[src/rtl/viterbi_acs.sv]
// viterbi_acs: K=3 rate-1/2 (7,5) hard-decision add-compare-select over 8-symbol blocks,
// followed by a 9-cycle traceback strobe window.
module viterbi_acs (
  input  logic       clk,
  input  logic       rst,
  input  logic       i_valid,
  input  logic [1:0] i_sym,
  output logic       o_ready,
  output logic       en_mem,
  output logic [1:0] o_prev_st_00,
  output logic [1:0] o_prev_st_10,
  output logic [1:0] o_prev_st_01,
  output logic [1:0] o_prev_st_11,
  output logic [1:0] o_best_st,
  output logic [3:0] o_best_pm,
  output logic       o_done
);
  typedef enum logic [1:0] {ACS, TRACE, DONE} state_t;
  state_t state, state_nx;
  logic [3:0] pm [4];
  logic [3:0] c0 [4];
  logic [3:0] c1 [4];
  logic [3:0] win [4];
  logic [3:0] dec;
  logic [3:0] cnt, tcnt, ofs, ofs_nx, mn;
  logic [4:0] ofs_sum;
  logic [1:0] bi;
  logic       take;

  function automatic logic [3:0] cand(input logic [1:0] t, input logic p0, input logic [3:0] m,
                                      input logic [1:0] sym);
    logic [4:0] s;
    s = {1'b0, m} + {4'd0, t[1] ^ t[0] ^ p0 ^ sym[1]} + {4'd0, t[1] ^ p0 ^ sym[0]};
    return s[4] ? 4'd15 : s[3:0];
  endfunction

  // Target state t={u,a} is reached from {a,0} (c0) or {a,1} (c1); ties keep s0=0.
  for (genvar t = 0; t < 4; t++) begin : g_acs
    assign c0[t]  = cand(2'(t), 1'b0, pm[2 * (t % 2)], i_sym);
    assign c1[t]  = cand(2'(t), 1'b1, pm[2 * (t % 2) + 1], i_sym);
    assign dec[t] = c1[t] < c0[t];
    assign win[t] = dec[t] ? c1[t] : c0[t];
  end

  // ofs accumulates every normalisation offset, so it equals the absolute best metric.
  always_comb begin
    bi = 2'd0;
    for (int i = 1; i < 4; i++) bi = (win[i] < win[bi]) ? 2'(i) : bi;
    mn = win[bi];
    ofs_sum = {1'b0, ofs} + {1'b0, mn};
    ofs_nx = ofs_sum[4] ? 4'd15 : ofs_sum[3:0];
  end

  assign o_ready = state == ACS;
  assign o_done  = state == DONE;
  assign take    = i_valid && o_ready;

  always_comb begin
    state_nx = (take && cnt == 4'd7) ? TRACE : (state == TRACE && tcnt == 4'd9) ? DONE : state;
  end

  always_ff @(posedge clk) begin
    if (rst) state <= ACS;
    else state <= state_nx;
  end

  always_ff @(posedge clk) begin
    if (rst) begin
      pm <= '{4'd0, 4'd15, 4'd15, 4'd15};
      cnt <= 4'd0;
      tcnt <= 4'd0;
      ofs <= 4'd0;
      en_mem <= 1'b0;
      o_prev_st_00 <= 2'd0;
      o_prev_st_01 <= 2'd0;
      o_prev_st_10 <= 2'd0;
      o_prev_st_11 <= 2'd0;
      o_best_st <= 2'd0;
      o_best_pm <= 4'd0;
    end else begin
      en_mem <= take || (state == TRACE && tcnt != 4'd9);
      if (state == TRACE) tcnt <= tcnt + 4'd1;
      if (take) begin
        for (int i = 0; i < 4; i++) pm[i] <= win[i] - mn;
        cnt <= cnt + 4'd1;
        ofs <= ofs_nx;
        o_prev_st_00 <= {1'b0, dec[0]};
        o_prev_st_01 <= {1'b1, dec[1]};
        o_prev_st_10 <= {1'b0, dec[2]};
        o_prev_st_11 <= {1'b1, dec[3]};
        if (cnt == 4'd7) begin
          o_best_st <= bi;
          o_best_pm <= ofs_nx;
        end
      end
    end
  end
endmodule

[config.mk]
export PLATFORM = sky130hd
export DESIGN_NAME = viterbi_acs
export DESIGN_NICKNAME = d
export VERILOG_FILES = /design/src/rtl/viterbi_acs.sv
export SDC_FILE = /design/constraint.sdc
export NUM_CORES = 1
export LEC_CHECK = 0
export CORE_MARGIN = 3
export CORE_UTILIZATION = 55
export DETAILED_ROUTE_END_ITERATION = 16
export PLACE_DENSITY = 0.74
export SLEW_MARGIN = 20
export SYNTH_ARGS = -nofsm -noshare
export SYNTH_HDL_FRONTEND = slang
export SYNTH_SLANG_ARGS = --single-unit
[constraint.sdc]
create_clock -name clk -period 21.9 [get_ports clk]
set_clock_uncertainty 0.1 [all_clocks]
set_input_delay 3.285 -clock clk [delete_from_list [all_inputs] [get_ports clk]]
set_output_delay 3.285 -clock clk [all_outputs]
set_load 0.02 [all_outputs]
**Word level (Yosys, flattened, before mapping)**

Cells that the tools add are included.

- Equality and inequality tests: 5
- Bitwise gates (word level): 5
- Magnitude comparators: 10
- $add $sub $neg: 23
- Reductions and logical operators: 9
- Multiplexer cells: 27

Operators by type and width:

| kind | number |
|---|---|
| $mux W4 | 19 |
| $add A4 B1 Y5 | 8 |
| $add A5 B1 Y5 | 8 |
| $lt A4 B4 Y1 | 7 |
| $bmux W4 S2 | 3 |
| $sub A4 B4 Y4 | 4 |
| $ge A3 B3 Y1 const B | 3 |
| $add A4 B1 Y4 const B | 2 |
| $not A2 Y3 | 2 |
| $add A4 B4 Y5 | 1 |
| $eq A4 B3 Y1 const B | 1 |
| $eq A4 B4 Y1 const B | 1 |
| $logic_and A1 B1 Y1 | 4 |
| $mux W2 | 2 |
| $ne A4 B4 Y1 const B | 1 |
| $mux W1 | 3 |
| $not A1 Y3 | 1 |
| $eq A2 B1 Y1 const B | 1 |
| $eq A2 B2 Y1 const B | 1 |
| $logic_not A2 Y1 | 1 |
| $not A1 Y1 | 2 |
| $reduce_and A2 Y1 | 1 |
| $reduce_bool A2 Y1 | 1 |
| $reduce_or A2 Y1 | 1 |
| $logic_or A1 B1 Y1 | 1 |

- Output and inout bits: 17
- Logic and storage cells: 95
- Bits of input ports: 5
- Register bits: 43

**Logic depth before layout (Yosys ltp)**

Gate-level depths: netlist of the first run.

- Depth in word-level cells: 26
- Gate-level depth with buffers: 45
- Mapped depth without buffers: 44

**Worst setup path before layout of the first run**

OpenSTA, ideal clock, no wires.

- Kind: in2reg
- Start: in i_sym[0]
- End: reg ofs[2]
- Stages: 39
- Arrival: 10.220 ns
- Path slack: 11.443 ns
- Buffers on the path: 1
- Library setup time: 0.137 ns
- Data required time: 21.663 ns
- Path through: inv_1 > fa_1 > inv_1 > ha_1 > nand2b_1 > mux2_2 > ha_1 > nor2b_1 > o21ai_0 > a31oi_1 > a41o_1 > inv_1 > ha_1 > a21oi_1 > nand2_1 > a21oi_1 > inv_1 > ha_1 > (+3 left out) > inv_1 > nand2_1 > nand2_1 > mux2i_1 > ha_1 > o21ai_0 > a31oi_1 > or2_2 > nor2_4 > buf_6 > nand3b_1 > o31ai_1 > ha_1 > fa_1 > a21o_1 > a21o_1 > nor2_1 > a211oi_1

- Cells in the longest elaborated chain, start to end: 25
- Elaborated cells on any way between the ends: 45
- Those cells by class: add/sub (9); order compare (7); mux (25); bitwise (4)

Ends and longest elaborated chain:

| item | line | source |
|---|---|---|
| from (decl) | 7 | `input logic [1:0] i_sym,` |
| $not A1 Y1 (no source line) | -- |  |
| $add A5 B1 Y5 | 33 | `s = {1'b0, m} + {4'd0, t[1] ^ t[0] ^ p0 ^ sym[1]} + {4'd0, t[1] ^ p0 ^ sym[0]};` |
| $mux W4 | 34 | `return s[4] ? 4'd15 : s[3:0];` |
| $lt A4 B4 Y1 | 41 | `assign dec[t] = c1[t] < c0[t];` |
| $mux W4 | 42 | `assign win[t] = dec[t] ? c1[t] : c0[t];` |
| $lt A4 B4 Y1 | 48 | `for (int i = 1; i < 4; i++) bi = (win[i] < win[bi]) ? 2'(i) : bi;` |
| $mux W1 | 48 |  |
| $not A1 Y3 (implied by the code) | 48 |  |
| (+7 left out) | -- |  |
| $mux W4 (implied by the code) (2 in a row) | 48 |  |
| $lt A4 B4 Y1 | 48 |  |
| $mux W2 | 48 |  |
| $not A2 Y3 (implied by the code) | 49 | `mn = win[bi];` |
| $bmux W4 S2 * | 49 |  |
| $mux W4 (implied by the code) * (2 in a row) | 49 |  |
| $add A4 B4 Y5 * | 50 | `ofs_sum = {1'b0, ofs} + {1'b0, mn};` |
| $mux W4 * | 51 | `ofs_nx = ofs_sum[4] ? 4'd15 : ofs_sum[3:0];` |
| to (signal assigned) | 86 | `ofs <= ofs_nx;` |
| to (decl) | 25 | `logic [3:0] cnt, tcnt, ofs, ofs_nx, mn;` |

Mark *: on every way between the ends. The rest lies on a longest branch, timed or not. The select of a mux whose other input is x is not followed.
A chain may end at the register's enable or synchronous reset.

**Worst setup path after layout of the first run**

- Start: in i_sym[0]
- End: reg pm[11] in the netlist's numbering

- Cells in the longest elaborated chain, start to end: 24
- Elaborated cells on any way between the ends: 44
- Those cells by class: add/sub (9); order compare (7); mux (24); bitwise (4)

Ends and longest elaborated chain:

| item | line | source |
|---|---|---|
| $not A1 Y1 (no source line) | -- |  |
| $add A5 B1 Y5 | 33 |  |
| $mux W4 | 34 |  |
| $lt A4 B4 Y1 | 41 |  |
| $mux W4 | 42 |  |
| $lt A4 B4 Y1 | 48 |  |
| $mux W1 | 48 |  |
| $not A1 Y3 (implied by the code) | 48 |  |
| (+6 left out) | -- |  |
| $bmux W4 S2 | 48 |  |
| $mux W4 (implied by the code) (2 in a row) | 48 |  |
| $lt A4 B4 Y1 | 48 |  |
| $mux W2 | 48 |  |
| $not A2 Y3 (implied by the code) | 49 |  |
| $bmux W4 S2 | 49 |  |
| $mux W4 (implied by the code) (2 in a row) | 49 |  |
| $sub A4 B4 Y4 * | 84 | `for (int i = 0; i < 4; i++) pm[i] <= win[i] - mn;` |
| to (signal assigned) | 69 | `pm <= '{4'd0, 4'd15, 4'd15, 4'd15};` |
| to (decl) | 20 | `logic [3:0] pm [4];` |

Marked as above.

==> flow_summary.ini, run 1 <==
[worst_setup_path]
rr_endpoint = pm[11]$_SDFFE_PP1P_
cp_slowest_cell = o31ai_1
crit_family = compound AO/OA/AOI/OAI gates
path_buf_inv = 6
crit_top_cell = ha_1
critPathKind = input port to flip-flop
rr_startpoint = pm[12]$_SDFFE_PP0P_
cp.arrival_ns = 12.12
crit_required_ns = 22.01
crit_start = i_sym[0]
path_depth = 38
critical-path-max-stage-delay_ns = 0.66
r2r_setup_slack_ns = 13.44
ff2ff_path_depth = 38
critPathLaunchType = input port
cp-endpoint = pm[11]$_SDFFE_PP1P_
cp-end-kind = flip-flop
cp_max_fo = 8

[logic_synthesis]
synth_area_um2 = 4130
synth-main-ff-cell = dfxtp_1
synth-compound-area-share_pct = 25.1
synthCells = 518
synth_fa_ha_area_share_pct = 21.5
synthTopCellsByArea = dfxtp_1 20%, ha_1 15%, fa_1 6.3%, nand2_1 4.8%, nor2_1 4.5%
ys_seq_elements = 42
synth_mux_area_share_pct = 2.33
async_reset_ff_share_pct = 0
synth-warning-count = 0
yosys.cell_types.count = 74
synth_area_per_cell_um2 = 7.97
synth_top_cell_area_share_pct = 20.4
synthXorXnorAreaFrac_pct = 4.15
synth_top_family_by_area = compound AO/OA/AOI/OAI gates
ys_seq_area_share_pct = 20.4
synth-simple-area-share_pct = 20.1
post-synth-top-area-cell = dfxtp_1
synth_edf_count = 0

[floorplanning]
dieArea_um2 = 8580
start_util_pct = 58.8
ios = 22
die-width_um = 92.6
core_um2 = 7020
rows = 30
die_h_um = 92.6

[drt]
drcViolationCount = 0
vias_per_cell = 6.08
vias = 3757
finalWirelength_um = 10300
drt_iter0_markers = 324
ant_nets = 0
wl_per_cell_um = 16.6
dr.pass1.iters = 6

[finish]
final_nets = 589
drive_above_1_share_pct = 7.28
syn_to_final_growth_pct = 7.43
final_cell_mix = 53 x nand2_1, 50 x ha_1, 49 x nor2_1
final_common_cell = nand2_1
diodes = 0

[grt]
grt_first_pass_wirelength_um = 17600
grt-ovfl-total = 0
grtUsageTotal_pct = 25.3
grt_antenna_before_repair = 0
grt_max_degree = 31
grt_pass1_vias = 3643

[timing]
max_slew_margin_pct = 28.5
rsz0062_at_grt = false
setup_viol = 0
whs_ns = 0.367
tns_ns = 0
finalCritPeriodShare_pct = 54.8
slew_violations = 0
hold_viol_final = 0
final.min_clock_period_ns = 12.01
tightest_slew_ns = 1.07
fmax_mhz = 83.3

[cts]
clkSlewWorstSetupHoldPaths_ns = 0.08
clockBufferDepth = 2
postCtsSetupBuffers = 0
post_cts_resize_count = 0
cts_root_buf = clkbuf_8
cts_max_level = 2
clk_latency_ns = 0.30
cts_num_sinks = 42
cts_hold_buf = 0
cts_made_buffers = 5
tritoncts = built

[hold_path]
hold_path_class = flip-flop to flip-flop

[placed_design]
gp_congestion = 1.03
dpl.hpwl_um = 8110
port_buffers = 19

[run_status]
status = finished, final reports clean

[job]
cap_violations = 0
[routing by layer]
metal  vias up  share of wire (%)  wire length, µm  global-route usage (%)
met5         -                  0                0                       0
met4         0                2.2              223                    7.45
met3        16                6.4              657                    4.22
met2       126                 45             4580                    41.0
met1      1770                 47             4810                    34.7
li1       1845                  -                -                       -
[how the worst min path moves through the flow]
stage / from / to / slack, ns / depth (start not counted)
floorplan: cnt[1]$_SDFFE_PP0P_ / cnt[1]$_SDFFE_PP0P_ / 0.35 / 2
global placement: o_best_pm[2]$_SDFFE_PP0P_ / o_best_pm[2]$_SDFFE_PP0P_ / 0.34 / 2
detailed placement: o_best_st[0]$_SDFFE_PP0P_ / o_best_st[0]$_SDFFE_PP0P_ / 0.35 / 2
CTS: o_prev_st_11[0]$_SDFFE_PP0P_ / o_prev_st_11[0]$_SDFFE_PP0P_ / 0.37 / 2
global route: o_prev_st_11[0]$_SDFFE_PP0P_ / o_prev_st_11[0]$_SDFFE_PP0P_ / 0.41 / 2
finish: o_prev_st_11[0]$_SDFFE_PP0P_ / o_prev_st_11[0]$_SDFFE_PP0P_ / 0.37 / 2
[flip-flops by register name, summed over array words and instances, names as in the netlist]
signal and cells:
o_prev_st_10 1, o_best_pm 4, en_mem 1, o_prev_st_01 2, o_prev_st_11 1, ofs 4
o_prev_st_00 1, tcnt 4, o_best_st 2, pm 16, state 2, cnt 4
[stage by stage]
step / std cells / worst slack (ns) / instance area, µm² / util, %
floorplan: 519 / 11.44 / 4130 / -
global placement: 610 / 9.98 / 4320 / 61.6
detailed placement: 610 / 9.72 / 4320 / 61.6
CTS: 618 / 10.00 / 4430 / 63.2
global route: 618 / 9.07 / 4430 / 63.2
finish: 618 / 9.89 / 4430 / 63.2
[cell usage after synthesis, types with 3 or more instances]
library cell / n
nor2b_1: 12
buf_4: 3
o21ai_0: 27
nor2_1: 49
xnor2_1: 11
a21o_1: 11
o31ai_1: 3
a31o_2: 7
ha_1: 50
nand2_1: 53
clkbuf_1: 13
nand2b_1: 8
mux2_2: 5
and2_1: 3
nand3_1: 18
mux2i_1: 4
fa_1: 13
a211oi_1: 10
o211ai_1: 11
o21a_1: 5
inv_1: 37
buf_2: 7
dfxtp_1: 42
xor2_1: 6
nor3_1: 7
a31oi_1: 13
a21oi_1: 29
[worst min-delay path, cell delays in order (launching register included)]
cell,delay [ns]
dfxtp_1,0.32
nand2_1,0.06
a21oi_1,0.05
[layout make-up]
type	count	area [µm²]
timing repair buffer	19	190
multi-input combinational	414	3030
clock buffer	6	72.6
inverter	39	146
sequential	42	841
fill	621	2580
clock inverter	2	37.5
tap	96	120
[kinds of logic after synthesis]
logic type | after synthesis
xor+xnor | 18
flops | 42
fa+ha+maj | 63
buf+inv | 63
mux | 9
simple gates | 174
compound gates | 148
other cells | 1
Power of run 1 is not shown: default switching activity piles up to over one toggle a cycle in this logic, so the estimate is an artifact.
==> run 2: changes to the inputs <==
- clock period: 21.9 -> 11.65 ns (I/O delays scaled with it)
==> run 2 against run 1 <==
Net effect:
- die area stayed put
- via count up 0.56%
- register-to-register slack got worse by 10 ns
- routed wire length shrank 1.8%
- utilization is 0.37 points lower
- non-clock buffer count unchanged
- final cell count shrank 0.16%
- critical path depth unchanged
- sequential share of layout area grew 0.11 points
- highest routed layer unchanged
- first-iteration DRC count down 15%
- largest cell class unchanged
- final area fell by 0.59%
- setup slack got worse by 8.8 ns
- critical path type unchanged
==> flow_summary.ini, run 2 (same netlist as run 1, synthesis figures left out) <==
[finish]
regMostFlops = pm
diodes = 0
fin_area_um2 = 4410
final_common_cell = nand2_1
largest_reg_flops = 16
register_area_um2 = 841
syn_to_final_growth_pct = 6.79
drive_above_1_share_pct = 7.29
final_cell_mix = 53 x nand2_1, 50 x ha_1, 49 x nor2_1
multi_input_area_um2 = 3030
final_nets = 589
fillerInstances = 640

[grt]
grt_first_pass_wirelength_um = 17000
grt_pass1_vias = 3512
grt_max_degree = 31
grtUsageTotal_pct = 24.7
grt_antenna_before_repair = 0
grt-ovfl-total = 0

[placed_design]
dpl.hpwl_um = 8010
gp_congestion = 1.03
dp_slack_ns = 1.00
place_area_um2 = 4320
port_buffers = 19

[worst_setup_path]
critPathKind = input port to flip-flop
critPathLaunchType = input port
cp_max_fo = 8
r2r_setup_slack_ns = 3.13
critical-path-max-stage-delay_ns = 0.68
rr_startpoint = pm[12]$_SDFFE_PP0P_
cp.arrival_ns = 10.62
crit_required_ns = 11.76
crit_top_cell = ha_1
ff2ff_path_depth = 38
cp_slowest_cell = o31ai_1
cp-end-kind = flip-flop
rr_endpoint = pm[11]$_SDFFE_PP1P_

[floorplanning]
rows = 30
die-width_um = 92.6
core_um2 = 7020
ios = 22
start_util_pct = 58.8
die_h_um = 92.6
dieArea_um2 = 8580

[drt]
dr.pass1.iters = 5
ant_nets = 0
wl_per_cell_um = 16.4
vias_per_cell = 6.12
finalWirelength_um = 10100
drcViolationCount = 0
drt_iter0_markers = 275
vias = 3778

[cts]
tritoncts = built
clkSlewWorstSetupHoldPaths_ns = 0.08
cts_made_buffers = 5
cts_root_buf = clkbuf_8
clk_latency_ns = 0.30
cts_hold_buf = 0
clockBufferDepth = 2
cts_max_level = 2
cts_num_sinks = 42
post_cts_resize_count = 0
postCtsSetupBuffers = 0

[timing]
tns_ns = 0
finalCritPeriodShare_pct = 90.2
hold_viol_final = 0
tightest_slew_ns = 1.04
setup_viol = 0
worst_slack_ns = 1.14
slew_violations = 0
final.min_clock_period_ns = 10.51
fmax_mhz = 95.2
rsz0062_at_grt = false
max_slew_margin_pct = 30.7

[hold_path]
hold_path_class = flip-flop to flip-flop
holdPathStages = 2
whs_endpoint = o_prev_st_11[0]$_SDFFE_PP0P_
min_from = o_prev_st_11[0]$_SDFFE_PP0P_

[run_status]
status = finished, final reports clean

[job]
cap_violations = 0
run 2: cell count changes in the layout (fill, tap and decap cells not counted):
cell	before	now
clkbuf_1	1	0
clkinvlp_4	1	2
bufinv_16	1	0
run 2: how the worst max path moves through the flow:
stage / startpoint / end / slack, ns / depth (start not counted)
after global routing: i_sym[0] / pm[11]$_SDFFE_PP1P_ / 0.20 / 39
after floorplan: i_sym[0] / ofs[2]$_SDFFE_PP0P_ / 2.73 / 39
after global placement: i_sym[0] / pm[11]$_SDFFE_PP1P_ / 1.27 / 38
after CTS: i_sym[0] / pm[11]$_SDFFE_PP1P_ / 1.30 / 38
final: i_sym[0] / pm[11]$_SDFFE_PP1P_ / 1.14 / 38
after detailed placement: i_sym[0] / pm[11]$_SDFFE_PP1P_ / 1.00 / 38
run 2: area by class of cell:
class	count	share of cell area, %
clock buffers	5	1.56
clock inverters	2	0.341
inverters	39	3.32
multi-input cells	414	68.7
flip-flops and latches	42	19.1
well taps	96	2.72
repair buffers	19	4.31
run 2: stage by stage:
| step | hold WS [ns] | instances | util, % |
|---|---|---|---|
| after CTS | 0.367 | 617 | 62.8 |
| after global routing | 0.397 | 617 | 62.8 |
| final | 0.363 | 617 | 62.8 |
| after global placement | 0.340 | 610 | 61.6 |
| after floorplan | 0.354 | 519 | - |
| after detailed placement | 0.347 | 610 | 61.6 |
run 2: critical path, delay by kind of cell:
family | cells | cell delay (ns)
buf+inv | 6 | 1.19
simple gates | 8 | 1.31
fa+ha+maj | 7 | 2.27
mux | 2 | 0.42
compound gates | 15 | 3.67
run 2: layer usage:
| layer | GRT usage [%] | vias up | wire [µm] | part of all wire (%) |
|---|---|---|---|---|
| met5 | 0 | - | 0 | 0 |
| met4 | 6.35 | 0 | 187 | 1.9 |
| met3 | 2.68 | 20 | 673 | 6.7 |
| met2 | 41.0 | 146 | 4610 | 46 |
| met1 | 34.4 | 1761 | 4620 | 46 |
| li1 | - | 1851 | - | - |
Power of run 2 is left out for the same reason.
==> run 3: changes to the inputs <==
- CORE_UTILIZATION: 55 -> 60
- PLACE_DENSITY: 0.74 -> 0.8
- clock period: 11.65 -> 12.18 ns (I/O delays scaled with it)
==> run 3 against run 2 <==
Net effect:
- global-route usage is 2.6 points higher
- worst hold slack lost 0.0050 ns
- utilization is 4.6 points higher
- sequential share of layout area is 0.12 points higher
- routed wire length is 2.4% lower
- critical endpoint unchanged
- final cell count shrank 3.1%
- critical path type unchanged
==> flow_summary.ini, run 3 (same netlist as run 1, synthesis figures left out) <==
[floorplanning]
dieArea_um2 = 7910
die-width_um = 88.9
die_h_um = 88.9
start_util_pct = 63.6
ios = 22
rows = 29
core_um2 = 6490

[finish]
diodes = 0
register_area_um2 = 841
final_nets = 589
drive_above_1_share_pct = 7.10
final_cell_mix = 53 x nand2_1, 50 x ha_1, 49 x nor2_1
fillerInstances = 561
multi_input_area_um2 = 3030
regMostFlops = pm
largest_reg_flops = 16
final_common_cell = nand2_1
syn_to_final_growth_pct = 6.12

[cts]
post_cts_resize_count = 0
cts_root_buf = clkbuf_8
tritoncts = built
cts_num_sinks = 42
cts_max_level = 2
clockBufferDepth = 2
cts_hold_buf = 0
cts_made_buffers = 5
clk_latency_ns = 0.30
postCtsSetupBuffers = 0
clkSlewWorstSetupHoldPaths_ns = 0.08

[drt]
dr.pass1.iters = 5
drcViolationCount = 0
ant_nets = 0
wl_per_cell_um = 16.5
vias = 3720
drt_iter0_markers = 417
finalWirelength_um = 9850
vias_per_cell = 6.22

[worst_setup_path]
crit_family = compound AO/OA/AOI/OAI gates
cp_slowest_cell = o31ai_1
crit_start = i_sym[0]
critical-path-max-stage-delay_ns = 0.69
crit_required_ns = 12.29
cp.arrival_ns = 10.59
rr_startpoint = pm[12]$_SDFFE_PP0P_
cp_max_fo = 8
critPathLaunchType = input port
r2r_setup_slack_ns = 3.77
path_buf_inv = 7
critPathKind = input port to flip-flop
cp-end-kind = flip-flop

[hold_path]
min_from = o_prev_st_11[0]$_SDFFE_PP0P_
hold_path_class = flip-flop to flip-flop

[timing]
tightest_slew_ns = 0.992
tns_ns = 0
final.min_clock_period_ns = 10.47
setup_viol = 0
rsz0062_at_grt = false
fmax_mhz = 95.5
finalCritPeriodShare_pct = 86.0
hold_viol_final = 0
slew_violations = 0
max_slew_margin_pct = 33.7

[grt]
grt_antenna_before_repair = 0
grt_pass1_vias = 3521
grt-ovfl-total = 0
grtUsageTotal_pct = 27.3
grt_first_pass_wirelength_um = 17000
grt_max_degree = 31

[placed_design]
port_buffers = 19
gp_congestion = 1.07
dpl.hpwl_um = 7760

[run_status]
status = finished, final reports clean

[job]
cap_violations = 0
-- run 3: area by class of cell --
type / count / area share [%]
clock buffer: 6 / 1.66
clock inverter: 1 / 0.171
inverter: 39 / 3.34
multi-input combinational: 414 / 69.1
sequential: 42 / 19.2
tap: 77 / 2.20
timing repair buffer: 19 / 4.34
-- run 3: worst paths after layout --
check | cells after the start | endpoint
max | 39 | pm[11]$_SDFFE_PP1P_
min | 2 | o_prev_st_11[0]$_SDFFE_PP0P_
max reg2reg | 38 | pm[11]$_SDFFE_PP1P_
min reg2reg | 2 | o_prev_st_11[0]$_SDFFE_PP0P_
-- run 3: layer usage --
metal	GRT usage [%]	part of all wire, %
met1	39.0	47
met2	44.2	45
met3	3.23	6.2
met4	6.90	2.1
met5	0	0
-- run 3: through the flow --
stage / cell area, µm² / setup slack, ns / util (%) / hold WS, ns / cells
global route: 4380 / 0.828 / 67.4 / 0.385 / 598
detailed placement: 4300 / 1.52 / 66.2 / 0.351 / 591
CTS: 4380 / 1.83 / 67.4 / 0.362 / 598
global placement: 4300 / 1.82 / 66.2 / 0.338 / 591
floorplan: 4130 / 3.18 / - / 0.354 / 519
finish: 4380 / 1.71 / 67.4 / 0.358 / 598
-- run 3: worst min-delay path, stage by stage (launching register included) --
cell and delay (ns):
dfxtp_1 0.31, nand2_1 0.05, a21oi_1 0.05
Power of run 3 is left out for the same reason.
